`src/rtl/sram_read_port_if.sv`:
```
// Request/response bundle between the core load path and the SRAM read port.
// valid/ready: a transfer happens on a rising edge where both are high; the sender holds its payload stable while valid is high and ready is low.
interface sram_read_port_if #(
  parameter int WIDTH  = 32,
  parameter int ADDR_W = 4
);
  logic              req_valid;
  logic              req_ready;
  logic [ADDR_W-1:0] req_addr;
  logic              rvalid;
  logic              rready;
  logic [WIDTH-1:0]  rdata;
  logic              rerr;

  modport master (
    output req_valid, req_addr, rready,
    input  req_ready, rvalid, rdata, rerr
  );

  modport slave (
    input  req_valid, req_addr, rready,
    output req_ready, rvalid, rdata, rerr
  );
endinterface

```
`src/rtl/sram_read_port.sv`:
```
// Read-side controller for the bit-cell SRAM array: precharge, raise one wordline,
// sense the differential bitlines and return a registered word plus error flag.
module sram_read_port #(
  parameter int WIDTH   = 32,
  parameter int ROWS    = 16,
  parameter int ADDR_W  = 4,
  parameter int PRE_CYC = 1,
  parameter int ACC_CYC = 2
) (
  input  logic             clk,
  input  logic             rst,
  sram_read_port_if.slave  bus,
  output logic             pre_en,
  output logic [ROWS-1:0]  wl,
  output logic             sense_en,
  input  logic [WIDTH-1:0] bl,
  input  logic [WIDTH-1:0] blb,
  output logic [2:0]       dbg_state
);

  localparam int CNT_MAX = (PRE_CYC > ACC_CYC) ? PRE_CYC : ACC_CYC;
  localparam int CNT_W   = $clog2(CNT_MAX + 1);
  localparam logic [ADDR_W:0] ROWS_W = (ADDR_W+1)'(ROWS);

  typedef enum logic [2:0] {
    S_IDLE,
    S_PRECHARGE,
    S_ACCESS,
    S_SENSE,
    S_DONE
  } state_t;

  state_t            state_q, state_d;
  logic [CNT_W-1:0]  cnt_q, cnt_d;
  logic [ADDR_W-1:0] addr_q, addr_d;
  logic              oor_q, oor_d;
  logic              pre_en_q, pre_en_d;
  logic [ROWS-1:0]   wl_q, wl_d;
  logic              sense_en_q, sense_en_d;
  logic              rvalid_q, rvalid_d;
  logic [WIDTH-1:0]  rdata_q, rdata_d;
  logic              rerr_q, rerr_d;

  always_ff @(posedge clk) begin
    if (rst) begin
      state_q    <= S_IDLE;
      cnt_q      <= '0;
      addr_q     <= '0;
      oor_q      <= 1'b0;
      pre_en_q   <= 1'b0;
      wl_q       <= '0;
      sense_en_q <= 1'b0;
      rvalid_q   <= 1'b0;
      rdata_q    <= '0;
      rerr_q     <= 1'b0;
    end else begin
      state_q    <= state_d;
      cnt_q      <= cnt_d;
      addr_q     <= addr_d;
      oor_q      <= oor_d;
      pre_en_q   <= pre_en_d;
      wl_q       <= wl_d;
      sense_en_q <= sense_en_d;
      rvalid_q   <= rvalid_d;
      rdata_q    <= rdata_d;
      rerr_q     <= rerr_d;
    end
  end

  // Next state, counter and captured request/response.
  always_comb begin
    state_d = state_q;
    cnt_d   = cnt_q;
    addr_d  = addr_q;
    oor_d   = oor_q;
    rdata_d = rdata_q;
    rerr_d  = rerr_q;
    unique case (state_q)
      S_IDLE: begin
        if (bus.req_valid) begin
          addr_d  = bus.req_addr;
          oor_d   = ({1'b0, bus.req_addr} >= ROWS_W);
          cnt_d   = CNT_W'(PRE_CYC);
          state_d = S_PRECHARGE;
        end
      end
      S_PRECHARGE: begin
        if (cnt_q == CNT_W'(1)) begin
          cnt_d   = CNT_W'(ACC_CYC);
          state_d = S_ACCESS;
        end else begin
          cnt_d = cnt_q - CNT_W'(1);
        end
      end
      S_ACCESS: begin
        if (cnt_q == CNT_W'(1)) begin
          state_d = S_SENSE;
        end else begin
          cnt_d = cnt_q - CNT_W'(1);
        end
      end
      S_SENSE: begin
        // Equal true/complement levels mean the cell did not develop a differential.
        if (oor_q) begin
          rdata_d = '0;
          rerr_d  = 1'b1;
        end else begin
          rdata_d = bl & ~blb;
          rerr_d  = |(~(bl ^ blb));
        end
        state_d = S_DONE;
      end
      S_DONE: begin
        if (bus.rready) begin
          state_d = S_IDLE;
        end
      end
      default: state_d = S_IDLE;
    endcase
  end

  // Array controls are decoded from the next state so they register alongside it.
  always_comb begin
    pre_en_d   = (state_d == S_PRECHARGE);
    sense_en_d = (state_d == S_SENSE);
    rvalid_d   = (state_d == S_DONE);
    wl_d       = '0;
    if ((state_d == S_ACCESS || state_d == S_SENSE) && !oor_d) begin
      for (int r = 0; r < ROWS; r++) begin
        wl_d[r] = (addr_d == ADDR_W'(r));
      end
    end
  end

  assign bus.req_ready = (state_q == S_IDLE);
  assign bus.rvalid    = rvalid_q;
  assign bus.rdata     = rdata_q;
  assign bus.rerr      = rerr_q;
  assign pre_en        = pre_en_q;
  assign wl            = wl_q;
  assign sense_en      = sense_en_q;
  assign dbg_state     = state_q;

endmodule
```
`src/flat_wrapper.sv`:
```
// flat-port wrapper written by rule: the top's interface ports become plain ports
module sram_read_port_flat 
#(
  parameter int WIDTH   = 32,
  parameter int ROWS    = 16,
  parameter int ADDR_W  = 4,
  parameter int PRE_CYC = 1,
  parameter int ACC_CYC = 2
)
  (clk, rst, pre_en, wl, sense_en, bl, blb, dbg_state, bus_req_valid, bus_req_addr, bus_rready, bus_req_ready, bus_rvalid, bus_rdata, bus_rerr);
  sram_read_port_if #(.WIDTH(WIDTH), .ADDR_W(ADDR_W)) bus_i ();
  input  logic clk;
  input  logic rst;
  output logic pre_en;
  output logic [ROWS-1:0] wl;
  output logic sense_en;
  input  logic [WIDTH-1:0] bl;
  input  logic [WIDTH-1:0] blb;
  output logic [2:0] dbg_state;
  input wire logic [$bits(bus_i.req_valid)-1:0] bus_req_valid;
  input wire logic [$bits(bus_i.req_addr)-1:0] bus_req_addr;
  input wire logic [$bits(bus_i.rready)-1:0] bus_rready;
  output wire logic [$bits(bus_i.req_ready)-1:0] bus_req_ready;
  output wire logic [$bits(bus_i.rvalid)-1:0] bus_rvalid;
  output wire logic [$bits(bus_i.rdata)-1:0] bus_rdata;
  output wire logic [$bits(bus_i.rerr)-1:0] bus_rerr;
  assign bus_i.req_valid = bus_req_valid;
  assign bus_i.req_addr = bus_req_addr;
  assign bus_i.rready = bus_rready;
  assign bus_req_ready = bus_i.req_ready;
  assign bus_rvalid = bus_i.rvalid;
  assign bus_rdata = bus_i.rdata;
  assign bus_rerr = bus_i.rerr;
  sram_read_port #(.WIDTH(WIDTH), .ROWS(ROWS), .ADDR_W(ADDR_W), .PRE_CYC(PRE_CYC), .ACC_CYC(ACC_CYC)) u_core (.clk(clk), .rst(rst), .bus(bus_i), .pre_en(pre_en), .wl(wl), .sense_en(sense_en), .bl(bl), .blb(blb), .dbg_state(dbg_state));
endmodule
```
`config.mk`:
```
export PLATFORM = sky130hd
export DESIGN_NAME = sram_read_port_flat
export DESIGN_NICKNAME = d
export VERILOG_FILES = /design/src/rtl/sram_read_port_if.sv /design/src/rtl/sram_read_port.sv /design/src/flat_wrapper.sv
export SDC_FILE = /design/constraint.sdc
export NUM_CORES = 1
export LEC_CHECK = 0
export CELL_PAD_IN_SITES_DETAIL_PLACEMENT = 0
export CELL_PAD_IN_SITES_GLOBAL_PLACEMENT = 1
export CORE_ASPECT_RATIO = 2
export CORE_MARGIN = 2
export CORE_UTILIZATION = 30
export DETAILED_ROUTE_END_ITERATION = 10
export GPL_TIMING_DRIVEN = 1
export PLACE_DENSITY = 0.82
export SKIP_CTS_REPAIR_TIMING = 1
export SYNTH_ARGS = -nofsm -noshare
export SYNTH_HDL_FRONTEND = slang
export SYNTH_SLANG_ARGS = --single-unit
```
`constraint.sdc`:
```
create_clock -name clk -period 1.7 [get_ports clk]
set_input_delay 0.34 -clock clk [delete_from_list [all_inputs] [get_ports clk]]
set_output_delay 0.34 -clock clk [all_outputs]
set_load 0.01 [all_outputs]
```
Yosys cells after proc, flatten, opt, wreduce, memory -nomap -nowiden
Index checks and enable logic that the tools add are counted.
- bits in registers: 62
- latch bits: 0
- RAM bits: 0
- ROM bits: 0
- input port bits: 72
- output and inout bits: 56
- logic and storage cells: 66
- memories: 0
- $add $sub $neg: 1
- multipliers: 0
- divide/modulo/power cells: 0
- $lt $le $gt $ge: 0
- equality and inequality tests: 26
- shift operators: 0
- mux-type cells: 15
- bitwise gates (word level): 5
- reductions and logical operators: 9
- operators by type and width (operator ; count):
    $not 32->32 ; 2
    $and 32x32->32 ; 1
    $eq 4x4->1 const B ; 8
    $mux 32 ; 1
    $reduce_or 32->1 ; 1
    $xor 32x32->32 ; 1
    $eq 4x3->1 const B ; 4
    $pmux 3 s5 ; 1
    $eq 3x2->1 const B ; 4
    $mux 3 ; 4
    $eq 4x2->1 const B ; 2
    $mux 4 ; 2
    $eq 3x1->1 const B ; 2
    $eq 3x3->1 const B ; 2
    $mux 2 ; 3
    $pmux 2 s3 ; 1
    $eq 4x1->1 const B ; 1
    $logic_not 4->1 ; 1
    $ne 2x2->1 const B ; 2
    $logic_not 3->1 ; 1
    $mux 1 ; 3
    $reduce_and 3->1 ; 1
    $reduce_bool 3->1 ; 1
    $eq 2x1->1 const B ; 1
    6 further kinds ; 6

Longest topological paths before layout
- word-level depth: 8
- depth in mapped cells: 6

Least setup slack after synthesis
OpenSTA, ideal clock, no wires.
- path kind: input to register
- from: in blb[6]
- to: reg u_core.rerr_q (netlist: u_core.bus.rerr)
- library setup time: 0.140 ns
- data arrival time: 1.426 ns
- setup slack: 0.134 ns
- cell stages on the path: 5
- path buffers: 0
- cell sequence: inv_1 -> ha_1 -> or4_1 -> nor4_1 -> a221oi_1
- longest elaborated chain between the ends: 4
- RTL lines (element ; RTL line ; source):
    from (decl) ; flat_wrapper.sv:18 ; input logic [WIDTH-1:0] blb;
    $xor 32x32->32 ; sram_read_port.sv:109 ; rerr_d = |(~(bl ^ blb));
    $not 32->32 ; sram_read_port.sv:109 ;
    $reduce_or 32->1 ; sram_read_port.sv:109 ;
    $mux 1 ; sram_read_port.sv:104 ; if (oor_q) begin
    to (signal assigned) ; sram_read_port.sv:66 ; rerr_q <= rerr_d;
    to (decl) ; sram_read_port.sv:42 ; logic rerr_q, rerr_d;
Every way passes these cells.
A chain may end at the register's enable or synchronous reset.

Worst setup path after layout
Ends and elaborated chain as after synthesis.

==> metrics.yaml <==
routing:
  firstDrtPassIters: 4
  top_layer: "met4"
  vias_per_cell: 4.64
  dr.first_iter.drc_count: 83
  route.final.wire_length_microns: 8360
  via_count: 2846
  wl_met2_microns: 4800
  wl_met3_microns: 356
  drcViolationCount: 0
  ant_nets: 0
  wl_per_cell_microns: 13.6
  drt-met1-wl_microns: 2880
timing:
  max_freq_mhz: 559
  maxSlewViolCount: 0
  maxSlewHeadroom: 0.755
  finalSetupViolCount: 1
  rsz0062_at_grt: "yes"
  fin_ws_ns: -0.0892
  finalCritPeriodShare: 1.05
  period_minus_slack_ns: 1.79
  hold_viol: 0
  tightest_slew_ns: 0.364
  fin_skew_ns: 0.00667
power_and_ir_drop:
  power.leakage_nw: 2.01
  combPwrFrac: 0.181
  p_per_area_mw_per_mm2: 814
  swShare: 0.228
  p_seq_frac: 0.387
  ir_worst_vdd_v: 0.000492
  power_mw: 3.94
  pwr-share-clk: 0.432
  internal-power_mw: 3.04
  switchingPower_uw: 900
clock_network:
  cts-htree-levels: 3
  clockRootBuffer: "clkbuf_16"
  path_clk_slew_ns: 0.05
  clock_sinks: 62
  clock_latency_ns: 0.32
  clk_path_buf_depth: 2
  cts_made_buffers: 9
  cts_tree: "built"
floorplanning:
  die_area_sq_mm: 0.0108
  dieHeight_microns: 145
  initial_core_util: 0.306
  coreArea_sq_mm: 0.00970
  boundaryPins: 128
  die_w_microns: 74.4
  row_count: 51
setup_path:
  required_ns: 1.90
  arrival_ns: 1.98
  critical_path.cell_chain: "clkdlybuf4s50_1 > inv_1 > ha_1 > or4_1 > nor4_2 > a221oi_1"
  worst-setup-path-type: "in2reg"
  reg2reg_depth: 7
  critical_path_buf_inv_count: 2
  end_kind: "flop"
  reg2reg_slack_ns: 0.10
  slowest_delay_ns: 0.54
  crit_fanout: 1
  start_kind: "input port"
  r2r-end: "u_core.wl[9]$_SDFF_PP0_"
  critical_path.top_delay_family: "simple AND/OR/NAND/NOR gates"
  cpMaxStageDelayCell: "or4_1"
  reg2reg_from: "u_core.dbg_state[1]$_SDFF_PP0_"
synthesis:
  synthArstFlopShare: 0
  synth_top_area_cell: "dfxtp_1"
  postSynthCellCount: 338
  synth.avg_cell_area_sq_um: 8.79
  yosysSeqAreaShare: 0.418
  yosys_warnings: 0
  synth_cell_types: 33
  netlist.area_leader.share: 0.418
  synth-seq-cells: 62
  synth_edf_count: 0
  synth.top_cells.by_area: "dfxtp_1 42%, ha_1 14%, nor3b_1 9.3%"
  synth_nets: 444
  dominantRegCellSynth: "dfxtp_1"
  synth_area_sq_mm: 0.00297
placed_design:
  io_buffer_count: 127
  gp_congestion: 0.798
  dp_hpwl_microns: 6460
finish:
  area_delta_synth_final_pct: 62.9
  antennaDiodeCount: 0
  drive_gt1_frac: 0.104
  fill_cells: 980
  utilization: 0.499
  fin_nets: 583
grt:
  grt_antenna_before_repair: 0
  grt_pass1_vias: 2755
  grt_max_degree: 46
  grt_pass1_wl_microns: 12900
  grt_overflow_total: 0
  grt_util_all_layers: 0.160
worst_hold_path:
  hold_class: "in2reg"
  holdPathEnd: "u_core.dbg_state[1]$_SDFF_PP0_"
  worstHoldStart: "rst"
  hold_path_depth: 3
run_status:
  status: "finished, violations left"
  violations: "negative setup slack"
job:
  drv_cap: 0
==> routing by layer <==
metal,vias to the layer above,global-route usage
met1,1305,0.147
met5,-,0
met2,87,0.307
met3,21,0.0305
li1,1433,-
met4,0,0.0949
==> kinds of logic (layout without fill, tap and decap cells) <==
family	after synthesis	count (layout)	share of synthesized area
simple gates	129	129	0.256
compound gates	53	53	0.100
flops	62	62	0.418
fa+ha+maj	34	34	0.143
buf+inv	58	201	0.0766
mux	2	2	0.00674
==> state kept, by name, summed over array words and instances, names as in the netlist <==
register	count
u_core.bus.rerr	1
u_core.pre_en	1
u_core.sense_en	1
u_core.wl	16
u_core.bus.rvalid	1
u_core.oor_q	1
u_core.addr_q	4
u_core.cnt_q	2
u_core.bus.rdata	32
u_core.dbg_state	3
==> synth_stat cells (2+ instances only) <==
cell	count
or4b_1	2
nor4_1	9
o21ai_1	2
mux2i_1	2
nand2_1	7
clkbuf_1	13
a21oi_1	40
inv_1	37
buf_2	8
nor2_1	44
nor3_1	13
nand3b_1	3
and2_1	2
o21ba_2	2
a31oi_1	4
nor4b_1	3
ha_1	34
dfxtp_1	62
nor3b_1	37
==> through the flow <==
stage / hold WS [ns] / cells / worst slack [ns] / instance area, sq um / TNS [ns]
CTS: 0.393 / 614 / -0.234 / 4800 / -0.590
global placement: 0.467 / 599 / -0.474 / 4510 / -5.68
global route: 0.411 / 613 / -0.129 / 4840 / -0.129
floorplan: 0.471 / 338 / 0.134 / 2970 / 0
finish: 0.408 / 613 / -0.0892 / 4840 / -0.0892
detailed placement: 0.477 / 599 / -0.486 / 4510 / -5.94
==> layout by cell type (no fill, tap or decap), types with 3 or more instances in the layout <==
cell type	synthesis	layout
a21oi_1	40	40
a31oi_1	4	4
buf_4	0	18
clkbuf_16	0	9
clkbuf_8	0	4
clkdlybuf4s50_1	0	121
dfxtp_1	62	62
dlymetal6s2s_1	0	5
ha_1	34	34
inv_1	37	37
nand2_1	7	7
nand3b_1	3	3
nor2_1	44	44
nor3_1	13	12
nor3b_1	37	37
nor4_1	9	7
nor4b_1	3	3
==> final cells by class <==
type                    instances  area, sq um  share of cell area
well taps                     132          165              0.0341
multi-input cells             218         1530               0.316
clock buffers                  15          288              0.0595
inverters                      37          139              0.0287
repair buffers                149         1480               0.305
flip-flops and latches         62         1240               0.256
==> power groups by stage <==
stage | Sequential (mW) | Combinational (mW) | Clock [mW]
floorplan | 1.57 | 0.301 | 0
global placement | 1.55 | 0.698 | 0
detailed placement | 1.55 | 0.714 | 0
CTS | 1.52 | 0.718 | 1.75
global route | 1.53 | 0.785 | 1.82
finish | 1.52 | 0.713 | 1.70
==> worst max-delay path by stage <==
stage                                               from                      endpoint  slack [ns]  depth (start not counted)
after detailed placement                          blb[3]  u_core.bus.rerr$_SDFFE_PP0N_       -0.49                          8
after global placement                            blb[3]  u_core.bus.rerr$_SDFFE_PP0N_       -0.47                          8
after CTS                 u_core.dbg_state[0]$_SDFF_PP0_                 bus_req_ready       -0.23                          3
after floorplan                                   blb[6]  u_core.bus.rerr$_SDFFE_PP0N_        0.13                          5
after global routing                              blb[6]  u_core.bus.rerr$_SDFFE_PP0N_       -0.13                          6
final                                             blb[6]  u_core.bus.rerr$_SDFFE_PP0N_       -0.09                          6
==> worst min-delay path: cells and delay by family <==
kind,cells,cell delay (ns)
buffers and inverters,2,0.26
AOI/OAI and AO/OA,1,0.06
Note: power is estimated with default switching activity, not from simulation.
